## src/rtl/booth8_accumulator.sv

```systemverilog
`default_nettype none
// ============================================================================
//  Module   : booth8_accumulator
//  Purpose  : Accumulator stage of a radix-8 Booth multiplier. Takes one
//             signed partial product per clock from the forming logic, adds it
//             in at the top of a wide accumulator, and shifts the sum right by
//             3 bits. After ITER digits it presents the signed 2k-bit product
//             and raises done.
//  Revision : 1.0  initial release
//
//  Parameters
//    k       operand width (two's complement). Must match the forming logic.
//    ITER    radix-8 digit count, (k+2)/3. Derived; not overridable.
//
//  Ports
//    clk      in   1     rising-edge clock
//    rst      in   1     synchronous reset, active-high, overrides start
//    start    in   1     one-cycle pulse shared with the forming logic
//    srcA     in   k+3   signed partial product, valid in every RUN cycle
//    product  out  2k    signed product, holds its last completed value
//    busy     out  1     high while digits are being accumulated
//    done     out  1     completion flag
//
//  Build option
//    BOOTH8_ACC_STICKY_DONE_EN
//      defined   : done rises in the DONE cycle and stays high until the
//                  next accepted start or rst.
//      undefined : done is a one-cycle pulse in the DONE cycle.
// ============================================================================
module booth8_accumulator #(
  parameter int k = 4
) (
  input  logic           clk,
  input  logic           rst,
  input  logic           start,
  input  logic [k+2:0]   srcA,
  output logic [2*k-1:0] product,
  output logic           busy,
  output logic           done
);

  localparam int ITER  = (k + 2) / 3;
  localparam int ACC_W = 3 * ITER + k + 4;
  localparam int CNT_W = $clog2(ITER + 1);
  localparam int SA_W  = k + 3;

  localparam logic [CNT_W-1:0] LAST_CNT = CNT_W'(ITER - 1);

  typedef enum logic [1:0] {
    S_IDLE = 2'd0,
    S_RUN  = 2'd1,
    S_DONE = 2'd2
  } state_t;

  state_t                  state_q, state_d;
  logic signed [ACC_W-1:0] acc_q, acc_d;
  logic [CNT_W-1:0]        cnt_q, cnt_d;
  logic [2*k-1:0]          product_q, product_d;
  logic                    done_q, done_d;

  logic signed [ACC_W-1:0] w_src_ext;
  logic signed [ACC_W-1:0] w_addend;
  logic signed [ACC_W-1:0] w_sum;
  logic signed [ACC_W-1:0] w_acc_step;

  // Each new digit enters at weight 3*ITER; the ITER-i shifts that follow
  // bring digit i down to weight 3i. ACC_W leaves headroom so the sum is
  // never truncated before the arithmetic shift.
  assign w_src_ext  = {{(ACC_W - SA_W){srcA[SA_W-1]}}, srcA};
  assign w_addend   = w_src_ext <<< (3 * ITER);
  assign w_sum      = acc_q + w_addend;
  assign w_acc_step = w_sum >>> 3;

  always_ff @(posedge clk) begin
    if (rst) begin
      state_q   <= S_IDLE;
      acc_q     <= '0;
      cnt_q     <= '0;
      product_q <= '0;
      done_q    <= 1'b0;
    end else begin
      state_q   <= state_d;
      acc_q     <= acc_d;
      cnt_q     <= cnt_d;
      product_q <= product_d;
      done_q    <= done_d;
    end
  end

  always_comb begin
    state_d   = state_q;
    acc_d     = acc_q;
    cnt_d     = cnt_q;
    product_d = product_q;
`ifdef BOOTH8_ACC_STICKY_DONE_EN
    done_d    = done_q;
`else
    done_d    = 1'b0;
`endif

    // start restarts from any state; an operation cut short never updates
    // product and never raises done.
    if (start) begin
      state_d = S_RUN;
      acc_d   = '0;
      cnt_d   = '0;
      done_d  = 1'b0;
    end else begin
      case (state_q)
        S_IDLE: begin
          state_d = S_IDLE;
        end
        S_RUN: begin
          acc_d = w_acc_step;
          cnt_d = cnt_q + CNT_W'(1);
          if (cnt_q == LAST_CNT) begin
            product_d = w_acc_step[2*k-1:0];
            state_d   = S_DONE;
            done_d    = 1'b1;
          end
        end
        S_DONE: begin
          state_d = S_IDLE;
        end
        default: begin
          state_d = S_IDLE;
        end
      endcase
    end
  end

  assign product = product_q;
  assign busy    = (state_q == S_RUN);
  assign done    = done_q;

endmodule
`default_nettype wire

```

## config.mk

```make
export PLATFORM = sky130hd
export DESIGN_NAME = booth8_accumulator
export DESIGN_NICKNAME = d
export VERILOG_FILES = /design/src/rtl/booth8_accumulator.sv
export SDC_FILE = /design/constraint.sdc
export NUM_CORES = 1
export LEC_CHECK = 0
export CORE_MARGIN = 2
export CORE_UTILIZATION = 54
export DETAILED_ROUTE_END_ITERATION = 10
export PLACE_DENSITY = 0.82
export RECOVER_POWER = 25
export SLEW_MARGIN = 20
export SYNTH_ARGS = -nofsm -noshare
export SYNTH_HDL_FRONTEND = slang
export SYNTH_SLANG_ARGS = --single-unit
```

## constraint.sdc

```tcl
create_clock -name clk -period 2.6 [get_ports clk]
set_input_delay 0.26 -clock clk [delete_from_list [all_inputs] [get_ports clk]]
set_output_delay 0.26 -clock clk [all_outputs]
set_load 0.01 [all_outputs]
```

# Word level (Yosys, flattened, before mapping)

Cells that the tools add are included.

Bits in registers: 24
Word-level logic and storage cells: 20
Input port bits: 10

Reductions and logical operators: 3
Add/sub/neg operators: 2
Mux-type cells: 4
Bitwise logic cells: 2
Equality and inequality tests: 3

Operators with widths:

| cell                  | count |
|---|---|
| $add A11 B13 Y14      | 1 |
| $eq A2 B1 Y1 const B  | 2 |
| $mux W1               | 4 |
| $ne A3 B2 Y1 const B  | 1 |
| $reduce_and A3 Y1     | 1 |
| $reduce_or A3 Y1      | 1 |
| $add A2 B1 Y2 const B | 1 |
| $not A1 Y1            | 2 |
| $reduce_or A2 Y1      | 1 |

# Logic depth before layout (Yosys ltp)

Gate-level depths: netlist of run 1.

Depth after elaboration: 4
Depth in mapped cells: 7
Gate-level depth less buffers: 7

# Worst setup path before layout of run 1

OpenSTA, ideal clock, no wires.

Path type: register to register
Start: reg acc_q[6]
End: reg acc_q[7]
Stages on the path, launching flop included: 8
Arrival time: 1,522 ps
Buffers on the path: 0
Path slack: 1,017 ps
Data required time: 2,538 ps
Library setup time: 62 ps
Path through: dfxtp_1 -> ha_1 -> inv_1 -> fa_1 -> nor2b_1 -> o21a_1 -> or4b_1 -> nand3_1

Longest elaborated chain between the ends: 1

Ends and longest elaborated chain:

| element                | RTL line | source |
|---|---|---|
| start, declared        | 56       | `logic signed [ACC_W-1:0] acc_q, acc_d;` |
| start signal, assigned | 77       | `acc_q <= '0;` |
| start signal, assigned | 83       | `acc_q <= acc_d;` |
| $add A11 B13 Y14       | 71       | `assign w_sum = acc_q + w_addend;` |

Every way passes these cells.
A chain may end at the register's enable or synchronous reset.

# Final worst setup path of run 1

Start: reg state_q[1]
End: out busy

Longest elaborated chain between the ends: 1

Ends and longest elaborated chain:

| element                | RTL line | source |
|---|---|---|
| start, declared        | 55       | `state_t state_q, state_d;` |
| start signal, assigned | 82       | `state_q <= state_d;` |
| $eq A2 B1 Y1           | 133      | `assign busy = (state_q == S_RUN);` |
| end, declared          | 38       | `output logic busy,` |

Every way passes these cells.

==> summary.md, run 1 <==
| Metric | Value |
|---|---|
| Run status | finished, final reports clean |
| DRT Pass-1 Iters | 4 |
| Gate Count Post-Synth | 124 |
| Worst-Margin Slew | 0.6046 ns |
| Power density over the cells | 451.7 mW/mm^2 |
| Area of the multi-input gates | 591.8 sq um |
| Peak VDD IR | 0.3684 mV |
| Core Region | 0.001783 sq mm |
| Area share of the largest cell type after synthesis | 39.90% |
| Setup violations, final | 0 |
| 1st-iter DRT viols | 19 |
| Vias in the first global route | 842 |
| Nets | 164 |
| M3 GR Usage | 6.667% |
| Worst min path class | flop to flop |
| Fin worst setup slack | 0.5121 ns |
| Most instantiated cells after synthesis | 21 x dfxtp_1, 20 x nand2_1, 13 x nor2_1, 9 x a21oi_1, 8 x ha_1 |
| Setup tns final | 0 ns |
| Worst-path clk slew | 0.12 ns |
| Syn. warnings | 0 |
| Worst-Skew Late Latency | 0.31 ns |
| CP max FO | 11 |
| Sequential share of the synthesized area | 39.90% |
| Row cnt | 15 |
| Share of cells above drive strength 1 | 5.556% |
| Ys async rst share | 0% |
| Slew margin rel. | 59.52% |
| DP HPWL | 1761 um |
| # port buffers | 19 |
| Worst Setup Path Type | flop to output port |
| Vias per cell | 5.633 |
| Clock Tree Root | clkbuf_4 |
| DRC Markers | 0 |
| Post-Syn Area | 0.001054 sq mm |
| Final Skew | 0.005916 ns |
| Die H | 48.17 um |
| Max Clk Rate | 479.0 MHz |
| Endpoint class of the critical path | output port |
| ANT cells | 0 |
| Yosys reg bits | 21 |
| Die area | 0.002320 sq mm |
| WP data required | 2.34 ns |
| Final max-slew violation count | 0 |
| WL/cell | 13.71 um |
| Total CTS buffers | 3 |
| Final Hold Vio Count | 0 |
| Post-CTS setup buffers | 0 |
| LEAKAGE | 0.5026 nW |
| Boundary pin count | 20 |
| M1 GR Usage | 29.72% |
| Grt ovf | 0 |
| Sequential cell area | 420.4 sq um |
| Pre-CTS WS | 0.4716 ns |
| First-pass GRT wire length | 3829 um |
| Dominant cell type by area after synthesis | dfxtp_1 |
| Synth Net Count | 143 |
| Clk sinks | 21 |
| Final period util | 80.30% |
| Die Wd | 48.17 um |
| Largest net degree at the start of global routing | 17 |
| Antenna violations before repair | 0 |
| Fill cell total of the finished layout | 151 |
| GP Congestion | 0.9284 |
| Clk buf depth | 2 |
| Worst path cell trace | nand2b_1 > inv_1 > clkdlybuf4s50_1 |
| Max Cap Violations | 0 |
| Ranking of synthesized cells by area | dfxtp_1 40%, ha_1 9.5%, nand2_1 7.1% |
| Average cell area after synthesis | 8.496 sq um |
| CP peak stage delay | 0.61 ns |
| Worst Setup Start Kind | flop |
| CTS tree | done |
| Cts hold-fix bufs | 0 |
| Layer with the highest usage | met2 |
| DR vias | 952 |
| Routed wire length | 2317 um |
| Min Hold Slack | 0.4608 ns |
| Synth cell types | 33 |
| Post-CTS Resized | 0 |
| RSZ-0062 raised after global routing | false |
| Count leader, synth | dfxtp_1 |
| Layout Area Growth over Synthesis | 22.92% |
| Total global routing track utilization | 24.29% |
| Crit path time final | 2.088 ns |
| Post-route ant nets | 0 |
| Top_reg_cell synth | dfxtp_1 |
| Post-synth EDFFs | 0 |
| Starting Density | 59.09% |
| H-tree Lvls | 1 |
| Slowest CP cell | clkdlybuf4s50_1 |
| Routing usage on met2 | 41.84% |
| WP data arrival | 1.83 ns |
path summary, 6_finish.rpt:
check	slack, ns	from	depth (start not counted)	end
worst min-delay path	0.46	product[3]	2	product[3]
worst min register to register	0.46	product[3]	2	product[3]
worst max register to register	0.86	acc_q[6]	7	acc_q[7]
worst max-delay path	0.51	state_q[1]	3	busy
stage by stage:
stage	instances	cell area (sq um)	utilization (%)	total power [W]
floorplan	124	1054	-	0.0003970
CTS	169	1299	72.84	0.0005852
finish	169	1295	72.63	0.0005850
global route	169	1295	72.63	0.0006157
detailed placement	165	1271	71.30	0.0004328
global placement	165	1271	71.30	0.0004283
sequential cells by signal (all words and copies together) (netlist names):
name	flops
cnt_q	2
product	8
acc_q	8
state_q	2
done	1
where the power goes:
group          total [W]  leakage [nW]  switching, W  internal (W)
clock network   0.000159        0.0177      0.000102     0.0000574
registers       0.000335         0.170    0.00000533      0.000330
logic          0.0000905         0.315     0.0000489     0.0000416
total           0.000585         0.503      0.000156      0.000429
cell families (layout without fill, tap and decap cells):
kind of cell / Yosys count / after routing / share of synthesized area [%]
AOI/OAI and AO/OA: 26 / 26 / 16.27
xor gates and xnor gates: 2 / 2 / 1.663
buffers and inverters: 11 / 31 / 3.919
DFF: 21 / 21 / 39.90
adders and majority gates: 9 / 9 / 11.40
and+or+nand+nor: 55 / 55 / 26.84
routing by layer:
metal  vias to the layer above  wire (um)
li1                        484          -
met1                       439       1034
met2                        27       1170
met3                         2         96
met4                         0         16
met5                         -          0
layout by cell type (no fill, tap or decap), types with 2 or more instances in the layout:
cell type / n
inv_1: 6
a211o_1: 2
clkdlybuf4s50_1: 18
xnor2_1: 2
clkbuf_4: 3
a21o_1: 2
dfxtp_1: 21
nand2_1: 20
a21oi_1: 9
nand3b_1: 3
nor2_1: 13
o21a_1: 2
a211oi_1: 4
nand4_1: 2
ha_1: 8
nand3_1: 6
o21ai_0: 2
cell type report:
cell class                 instances  area share [%]
inverter                           6           1.739
multi-input combinational         92           45.70
sequential                        21           32.46
clock buffer                       3           1.739
tap                               25           2.415
timing repair buffer              21           15.56
clock inverter                     1          0.3865
critical path: cells and delay by family (launching register included):
kind / cells / cell delay [ns]
buf+inv: 2 / 0.95
flops: 1 / 0.33
simple gates: 1 / 0.24
Power figures use the tool's default switching activity.
==> run 2, diff against run 1 <==
--- a/config.mk
+++ b/config.mk
@@ -6,9 +6,9 @@
 export NUM_CORES = 1
 export LEC_CHECK = 0
 export CORE_MARGIN = 2
-export CORE_UTILIZATION = 54
+export CORE_UTILIZATION = 50
 export DETAILED_ROUTE_END_ITERATION = 10
-export PLACE_DENSITY = 0.82
+export PLACE_DENSITY = 0.77
 export RECOVER_POWER = 25
 export SLEW_MARGIN = 20
 export SYNTH_ARGS = -nofsm -noshare
==> constraint.sdc (replaced) <==
create_clock -name clk -period 2.17 [get_ports clk]
set_input_delay 0.217 -clock clk [delete_from_list [all_inputs] [get_ports clk]]
set_output_delay 0.217 -clock clk [all_outputs]
set_load 0.01 [all_outputs]
==> run 2 against run 1 <==
Combinational power rose by 22%. Cell area rose by 1.6%. Sequential share of layout area fell by 0.52 points. Highest routed layer unchanged.
==> summary.md, run 2 (synthesis results as in run 1) <==
| Metric | Value |
|---|---|
| Run status | finished, final reports clean |
| Grt ovf | 0 (unchanged) |
| Final Hold Vio Count | 0 (unchanged) |
| WL/cell | 13.51 um (-1.5%) |
| Die H | 49.90 um (+3.6%) |
| Endpoint class of the critical path | output port |
| Worst-path clk slew | 0.13 ns (about the same) |
| Antenna violations before repair | 0 (unchanged) |
| Crit Reg-Reg Startpoint | acc_q[6] |
| First-pass GRT wire length | 3995 um (+4.3%) |
| Starting Density | 53.16% (-5.9 points) |
| Cts hold-fix bufs | 0 (unchanged) |
| Sw frac | 27.72% (+1.1 points) |
| Row cnt | 16 (+1) |
| Hold Path Depth | 2 (unchanged) |
| CP max FO | 6 (-5) |
| Share of cells above drive strength 1 | 6.803% (+1.2 points) |
| Post-CTS setup buffers | 0 (unchanged) |
| Final Skew | 0.002296 ns (-0.003620 ns) |
| Clk buf depth | 2 (unchanged) |
| Power density over the cells | 543.1 mW/mm^2 (+20%) |
| Worst r2r dst | acc_q[7] |
| Combinational fraction of design power | 15.4% (about the same) |
| Slew margin rel. | 67.21% (+7.7 points) |
| Layout Area Growth over Synthesis | 24.94% |
| Min-delay src | acc_q[3] |
| Core Region | 0.001982 sq mm (+11%) |
| Max Clk Rate | 567.8 MHz |
| Setup tns final | 0 ns (unchanged) |
| # port buffers | 19 (unchanged) |
| Vias per cell | 5.500 (-2.4%) |
| Most common cell after layout, fill and taps aside | dfxtp_1 |
| Peak VDD IR | 0.3693 mV (+0.27%) |
| Largest net degree at the start of global routing | 17 (unchanged) |
| Commonest non-fill, non-tap cells in the layout | 21 x dfxtp_1, 20 x nand2_1, 19 x clkdlybuf4s50_1, 13 x nor2_1, 9 x a21oi_1 |
| Clk sinks | 21 (unchanged) |
| WP data required | 1.95 ns (-0.39 ns) |
| Clk network pwr share | 28.3% (+1.1 points) |
| Setup violations, final | 0 (unchanged) |
| PnR Total Power | 0.0007149 W (+22%) |
| Post-route ant nets | 0 (unchanged) |
| Boundary pin count | 20 (unchanged) |
| Layout Utilization | 66.41% (-6.2 points) |
| Worst-Margin Slew | 0.4919 ns (-0.1126 ns) |
| Die Wd | 49.90 um (+3.6%) |
| Die area | 0.002490 sq mm (+7.3%) |
| Nets | 167 (+1.8%) |
| Fin cells | 174 (+3.0%) |
| Worst-Skew Late Latency | 0.31 ns (about the same) |
| Post-Place Cells | 170 (+3.0%) |
| Flop pwr share | 56.2% (-1.1 points) |
| H-tree Lvls | 1 (unchanged) |
| WP data arrival | 1.54 ns (-0.29 ns) |
| Worst Setup Path Type | flop to output port |
| GP Congestion | 0.8517 (-8.3%) |
| Post-CTS Resized | 0 (unchanged) |
| Min Hold Slack | 0.4627 ns (+0.001969 ns) |
| Final period util | 81.16% |
| Total CTS buffers | 3 (unchanged) |
| Hold worst-path end | product[0] |
| Final max-slew violation count | 0 (unchanged) |
| Fill cell total of the finished layout | 174 (+15%) |
| DRT Pass-1 Iters | 5 (+1) |
| Max Cap Violations | 0 (unchanged) |
| CTS tree | done |
| Vias in the first global route | 914 (+8.6%) |
| LEAKAGE | 0.5131 nW (+2.1%) |
| Internal | 0.0005168 W (+20%) |
| NetSw | 0.0001982 W (+27%) |
| 1st-iter DRT viols | 17 (-2) |
| Worst Reg-to-Reg Cells | 7 (unchanged) |
| Routed wire length | 2350 um (+1.4%) |
| Worst min path class | flop to flop |
| Total global routing track utilization | 21.20% (-3.1 points) |
| ANT cells | 0 (unchanged) |
| DP HPWL | 1779 um (+1.0%) |
| Crit path time final | 1.761 ns |
| DR vias | 957 (+0.53%) |
| Clock Tree Root | clkbuf_4 |
| RSZ-0062 raised after global routing | false |
| Worst Setup Start Kind | flop |
| FF-to-FF setup slack | 0.45 ns (-0.41 ns) |
| DRC Markers | 0 (unchanged) |
==> run 2: final cells by class <==
| type | instances | area [sq um] | share of cell area, % |
|---|---|---|---|
| Clock buffer | 3 | 22.52 | 1.711 |
| Clock inverter | 1 | 5.005 | 0.3802 |
| Inverter | 6 | 22.52 | 1.711 |
| Multi-Input combinational cell | 92 | 591.8 | 44.96 |
| Sequential cell | 21 | 420.4 | 31.94 |
| Tap cell | 27 | 33.78 | 2.567 |
| Timing Repair Buffer | 24 | 220.2 | 16.73 |
==> run 2: worst max-delay path by stage <==
stage,from,endpoint,slack [ns]
2_1_floorplan,acc_q[6],acc_q[7],0.59
3_3_place_gp,srcA[0],acc_q[7],0.18
3_5_place_dp,srcA[0],acc_q[7],0.12
4_1_cts,state_q[1],busy,0.39
5_1_grt,state_q[1],busy,0.30
6_report,state_q[1],busy,0.41
==> run 2: routing by layer <==
metal	share of wire, %	wire length [um]	vias to the layer above	GRT usage [%]
met2	51	1191	28	37.33
met5	0	0	-	0
li1	-	-	483	-
met4	1.2	28	0	8.333
met3	4.5	105	2	2.727
met1	44	1024	444	25.95
==> run 2: power groups by stage <==
stage	registers, W	clock network, W	logic (W)
floorplan	0.000409	0	0.0000662
global placement	0.000410	0	0.000107
detailed placement	0.000411	0	0.000111
CTS	0.000402	0.000205	0.000112
global route	0.000403	0.000222	0.000123
finish	0.000402	0.000203	0.000110
==> run 2: critical path, stage by stage (launching register included) <==
cell and delay, ns:
dfxtp_1 0.34, nand2b_1 0.24, inv_1 0.11, clkdlybuf4s50_1 0.53
==> run 2: metrics by stage <==
| step | setup WS [ns] | cell area, sq um |
|---|---|---|
| 6_report | 0.4089 | 1316 |
| 5_1_grt | 0.2974 | 1316 |
| 4_1_cts | 0.3950 | 1324 |
| 3_5_place_dp | 0.1160 | 1296 |
| 3_3_place_gp | 0.1781 | 1296 |
| 2_1_floorplan | 0.5865 | 1054 |
